==> src/rtl/vend_change_dispenser.sv <==
// Vend result dispenser: pulses item release, then pays change to the coin hopper
// one coin at a time (largest first) over valid/ready, faulting on a stalled hopper.
module vend_change_dispenser #(
  parameter int HOPPER_TIMEOUT = 15
) (
  input  logic       clk,
  input  logic       rst,
  input  logic       vend_req,
  input  logic [3:0] change_amt,
  input  logic [1:0] item_number,
  output logic       item_release,
  output logic [1:0] item_sel,
  output logic       coin_valid,
  output logic [3:0] coin_code,
  input  logic       coin_ready,
  output logic [3:0] remaining,
  output logic       busy,
  output logic       done,
  output logic       fault
);

  typedef enum logic [2:0] {
    S_IDLE, S_RELEASE, S_SELECT, S_OFFER, S_DONE, S_FAULT
  } state_t;

  localparam logic [7:0] TO_LAST = 8'(HOPPER_TIMEOUT - 1);

  state_t     state, state_nxt;
  logic [3:0] rem_r, coin_r, coin_val, coin_pick;
  logic [1:0] item_r;
  logic [7:0] wait_cnt;

  // Largest denomination not exceeding what is still owed.
  always_comb begin
    coin_pick = 4'b0001;
    if (rem_r >= 4'd10)     coin_pick = 4'b1000;
    else if (rem_r >= 4'd5) coin_pick = 4'b0100;
    else if (rem_r >= 4'd2) coin_pick = 4'b0010;
  end

  always_comb begin
    case (coin_r)
      4'b0001: coin_val = 4'd1;
      4'b0010: coin_val = 4'd2;
      4'b0100: coin_val = 4'd5;
      4'b1000: coin_val = 4'd10;
      default: coin_val = 4'd0;
    endcase
  end

  always_ff @(posedge clk or posedge rst) begin
    if (rst) state <= S_IDLE;
    else     state <= state_nxt;
  end

  always_comb begin
    state_nxt    = state;
    item_release = 1'b0;
    coin_valid   = 1'b0;
    coin_code    = 4'b0000;
    busy         = 1'b0;
    done         = 1'b0;
    fault        = 1'b0;
    case (state)
      S_IDLE:    if (vend_req) state_nxt = S_RELEASE;
      S_RELEASE: begin
        item_release = 1'b1;
        busy         = 1'b1;
        state_nxt    = S_SELECT;
      end
      S_SELECT: begin
        busy      = 1'b1;
        state_nxt = (rem_r == 4'd0) ? S_DONE : S_OFFER;
      end
      S_OFFER: begin
        busy       = 1'b1;
        coin_valid = 1'b1;
        coin_code  = coin_r;
        // An accept on the last allowed cycle beats the timeout.
        if (coin_ready)               state_nxt = S_SELECT;
        else if (wait_cnt == TO_LAST) state_nxt = S_FAULT;
      end
      S_DONE: begin
        busy      = 1'b1;
        done      = 1'b1;
        state_nxt = S_IDLE;
      end
      S_FAULT: begin
        fault = 1'b1;
        if (vend_req) state_nxt = S_IDLE;
      end
      default: state_nxt = S_IDLE;
    endcase
  end

  always_ff @(posedge clk or posedge rst) begin
    if (rst) begin
      rem_r    <= 4'd0;
      item_r   <= 2'd0;
      coin_r   <= 4'd0;
      wait_cnt <= 8'd0;
    end else begin
      case (state)
        S_IDLE: if (vend_req) begin
          rem_r  <= change_amt;
          item_r <= item_number;
        end
        S_SELECT: if (rem_r != 4'd0) begin
          coin_r   <= coin_pick;
          wait_cnt <= 8'd0;
        end
        S_OFFER: begin
          if (coin_ready) rem_r    <= rem_r - coin_val;
          else            wait_cnt <= wait_cnt + 8'd1;
        end
        default: ;
      endcase
    end
  end

  assign remaining = rem_r;
  assign item_sel  = item_r;

endmodule

==> config.mk <==
export PLATFORM = sky130hd
export DESIGN_NAME = vend_change_dispenser
export DESIGN_NICKNAME = d
export VERILOG_FILES = /design/src/rtl/vend_change_dispenser.sv
export SDC_FILE = /design/constraint.sdc
export NUM_CORES = 1
export LEC_CHECK = 0
export ABC_CLOCK_PERIOD_IN_PS = 2600
export BUFFER_PORTS_ARGS = -buffer_cell sky130_fd_sc_hd__buf_2
export CAP_MARGIN = 20
export CORE_UTILIZATION = 42
export DETAILED_ROUTE_END_ITERATION = 7
export SLEW_MARGIN = 20
export SYNTH_ARGS = -nofsm -noshare
export SYNTH_HDL_FRONTEND = slang
export SYNTH_SLANG_ARGS = --single-unit
==> constraint.sdc <==
create_clock -name clk -period 2.6 [get_ports clk]
set_input_delay 0.13 -clock clk [delete_from_list [all_inputs] [get_ports clk]]
set_output_delay 0.13 -clock clk [all_outputs]
set_load 0.02 [all_outputs]
==> impl_summary.txt <==
----------------------------------------------------
[Routing]
  First-pass DRT Iterations ... 4
  Iteration-0 DRC count of the detailed router ... 25
  Total length of routed wires ... 2771 µm
  Final ANT Viol Nets ... 0
  Via density per instance ... 5.280
  DR WL/cell ... 12.95 µm
  Total number of vias ... 1130
  Number of remaining DRC errors ... 0

[Synthesis]
  Cells after Synth ... 145
  Synth Cell Area ... 1374 µm²
  Top_reg_cell synth ... sky130_fd_sc_hd__dfrtp_1
  Number of nets in the synthesized netlist ... 161
  Synthesized area per cell ... 9.475 µm²
  Share of async-settable or async-resettable flops after synthesis ... 100.0%
  Yosys Warn Count ... 0
  Part of the Yosys area used for sequential elements ... 38.25%
  Count of different cell masters after synthesis ... 48
  Register bit total from synthesis ... 21
  Number of flops mapped to enable cells by yosys ... 0

[Clock network]
  Inserted Clock Buffers ... 3
  Clock-pin slew of the registers on the worst-case setup and hold paths ... 0.12 ns
  Buffer depth of the longest clock path ... 2
  Count of H-tree levels built during CTS ... 1
  Post-CTS setup buffers ... 0
  Latest clock arrival within the worst-skew pair ... 0.30 ns
  Clock tree from TritonCTS ... done
  Number of sinks on the clock net ... 21
  Clock root buffer ... sky130_fd_sc_hd__clkbuf_4

[Power and ir drop]
  Lkg Pwr ... 0.7137 nW
  VDD IR-drop max ... 517.4 µV
  Pwr Density ... 1236 nW/µm²

[Timing]
  Max-slew violation total from the final report ... 0
  Sum of negative setup slack ... 0 ns
  Worst-case headroom to the max-slew limit ... 46.25%
  Maximum clock rate ... 0.4262 GHz
  Share of the clock period used by the worst path after layout ... 90.25%
  Unrepaired setup endpoints after global routing ... false
  Minimum clock period after layout ... 2.347 ns
  Number of hold violations in the final report ... 0
  Clock skew after layout ... 0.008178 ns
  Final setup violation count ... 0
  Actual slew at the worst max-slew pin ... 0.8053 ns

[Floorplan]
  Die Span Y ... 59.19 µm
  Initial core utilization ... 44.63%
  Chip Width ... 59.19 µm
  Area of the core region ... 3078 µm²
  Floorplan row count ... 20
  Area of the die ... 3503 µm²
  I/O pin cnt ... 25

[Finish]
  Fraction of final layout cells sized beyond drive strength 1 ... 24.12%
  Final Non-Filler Cells ... 214
  Area taken by multi-input logic gates ... 797.0 µm²
  Antenna cells ... 0
  Layout overhead on the synthesized area ... 14.39%
  Number of inserted filler cells in the final layout ... 291
  Nets ... 187
  Area taken by flip-flops and latches ... 525.5 µm²

[Setup path]
  Reg2Reg Setup Slack ... 0.25 ns
  Critical path arrival ... 2.55 ns
  Startpoint of the lowest-slack register-to-register path ... coin_r[0]
  WP data required ... 2.80 ns
  Start-to-end type of the worst setup path ... flop to flop
  Critical Path Sink Type ... flop
  Kind of start point of the critical path ... flop
  Worst R2R End ... remaining[3]
  Critical path peak fanout ... 6
  Worst R2R Path Depth ... 6

[GRT]
  Number of global-route vias before repair ... 1006
  Wire length of the first global-routing pass ... 4761 µm
  Maximum number of pins on one net before global-route repair ... 22
  Antenna violations before repair ... 0
  Total routing resource utilization after global routing ... 18.00%
  GRT overflow ... 0

[Place]
  RD Place Congestion ... 0.8236
  Number of buffer cells added on primary ports ... 24
  Detailed placement HPWL ... 2101 µm
  Number of cells in the design after placement ... 209

[Min path]
  Hold crit path type ... input pin to flop
  Hold path depth ... 2
  Capture endpoint of the worst hold path ... item_sel[0]
  Start point of the worst hold path ... item_number[0]

[Status]
  Run status ... finished, final reports clean

[Run]
  Count of max-cap constraint violations ... 0

----------------------------------------------------
worst max-delay path by stage:
stage	startpoint	to	slack, ns	cells past startpoint
final	coin_r[0]	remaining[3]	0.25	6
after global placement	coin_r[0]	remaining[3]	0.32	6
after detailed placement	coin_r[0]	remaining[3]	0.27	6
after global routing	coin_r[0]	remaining[3]	0.15	6
after floorplan	coin_r[0]	remaining[3]	0.38	6
after CTS	coin_r[0]	remaining[3]	0.25	6
synthesized netlist by cell type, types with 2 or more instances:
| cell | n | area (µm²) |
|---|---|---|
| sky130_fd_sc_hd__dfrtp_1 | 21 | 525.5 |
| sky130_fd_sc_hd__nand3_1 | 4 | 20.02 |
| sky130_fd_sc_hd__o31ai_1 | 2 | 15.01 |
| sky130_fd_sc_hd__nor3_1 | 4 | 20.02 |
| sky130_fd_sc_hd__inv_1 | 8 | 30.03 |
| sky130_fd_sc_hd__mux2_2 | 5 | 56.30 |
| sky130_fd_sc_hd__xor2_1 | 6 | 52.55 |
| sky130_fd_sc_hd__nand2_1 | 6 | 22.52 |
| sky130_fd_sc_hd__nor3b_1 | 4 | 30.03 |
| sky130_fd_sc_hd__nor2_1 | 18 | 67.56 |
| sky130_fd_sc_hd__ha_1 | 5 | 62.56 |
| sky130_fd_sc_hd__nand3b_1 | 2 | 15.01 |
| sky130_fd_sc_hd__nand4_1 | 2 | 12.51 |
| sky130_fd_sc_hd__o21ai_0 | 7 | 35.03 |
| sky130_fd_sc_hd__a21oi_1 | 7 | 35.03 |
| sky130_fd_sc_hd__clkbuf_1 | 2 | 7.510 |
| sky130_fd_sc_hd__a31oi_1 | 2 | 12.51 |
| sky130_fd_sc_hd__or3_1 | 2 | 12.51 |
| sky130_fd_sc_hd__xnor2_1 | 4 | 35.03 |
| sky130_fd_sc_hd__and2_1 | 5 | 31.28 |
| sky130_fd_sc_hd__buf_2 | 2 | 10.01 |
per-stage QoR:
step	setup slack (ns)	util [%]	hold WS [ns]	cell area (µm²)	power, mW
floorplan	0.3825	-	0.1065	1374	1.501
global placement	0.3250	49.88	0.3245	1535	1.766
detailed placement	0.2709	49.88	0.3295	1535	1.792
CTS	0.2472	51.06	0.05538	1572	1.958
global route	0.1506	51.06	0.03925	1572	2.136
finish	0.2534	51.06	0.05801	1572	1.942
what timing repair did:
action,4_1_cts,5_1_grt
hold buffers,1,0
endpoints found under the hold margin,21,0
gates resized for setup,0,0
registers in the layout, indices dropped and copies added (netlist names):
signal	count
item_sel	2
wait_cnt	8
coin_r	4
remaining	4
state	3
logic make-up (layout without fill, tap and decap cells):
kind of cell | after synthesis | in the layout | share of synthesized area [%]
compound gates | 26 | 26 | 12.39
flops | 21 | 21 | 38.25
mux | 7 | 7 | 5.919
simple gates | 62 | 62 | 27.32
xor+xnor | 10 | 10 | 6.375
buf+inv | 13 | 38 | 3.734
fa+ha+maj | 6 | 6 | 6.011
cell type report:
type / instances / area share (%)
tap: 44 / 3.503
clock buffer: 4 / 1.672
inverter: 8 / 1.911
timing repair buffer: 26 / 8.758
multi-input combinational: 111 / 50.72
sequential: 21 / 33.44
layer usage:
metal  share of wire [%]  up-vias  GRT usage, %  wire length [µm]
met1                  47      536         25.03              1298
li1                    -      568             -                 -
met2                  49       22         28.89              1371
met5                   0        -             0                 0
met3                 2.7        4         2.402                76
met4                0.87        0         5.782                24
worst max-delay path, stage by stage (launching register included):
cell                       delay, ns
sky130_fd_sc_hd__dfrtp_1        0.45
sky130_fd_sc_hd__or4b_2         0.68
sky130_fd_sc_hd__ha_1           0.37
sky130_fd_sc_hd__nand3b_1       0.10
sky130_fd_sc_hd__nor3b_1        0.15
sky130_fd_sc_hd__or2_2          0.29
sky130_fd_sc_hd__o311ai_1       0.21
where the power goes:
part	total [mW]	leakage, nW	switching [mW]	internal [mW]
registers	0.670	0.268	0.231	0.439
logic	1.11	0.431	0.615	0.497
clock network	0.160	0.0150	0.0999	0.0597
cells in the final DEF (no fill, tap or decap), types with 2 or more instances in the layout:
master,Yosys,layout
sky130_fd_sc_hd__inv_1,8,8
sky130_fd_sc_hd__buf_2,2,24
sky130_fd_sc_hd__nor3b_1,4,4
sky130_fd_sc_hd__o31ai_1,2,2
sky130_fd_sc_hd__and2_1,5,5
sky130_fd_sc_hd__a31oi_1,2,2
sky130_fd_sc_hd__xor2_1,6,6
sky130_fd_sc_hd__nor2_1,18,18
sky130_fd_sc_hd__nand3_1,4,4
sky130_fd_sc_hd__nor3_1,4,4
sky130_fd_sc_hd__nand2_1,6,6
sky130_fd_sc_hd__nand4_1,2,2
sky130_fd_sc_hd__xnor2_1,4,4
sky130_fd_sc_hd__dfrtp_1,21,21
sky130_fd_sc_hd__a21oi_1,7,7
sky130_fd_sc_hd__nand3b_1,2,2
sky130_fd_sc_hd__o21ai_0,7,7
sky130_fd_sc_hd__or3_1,2,2
sky130_fd_sc_hd__ha_1,5,5
sky130_fd_sc_hd__mux2_2,5,5
sky130_fd_sc_hd__clkbuf_4,0,3
No activity file was read; power rests on OpenSTA's default activity.
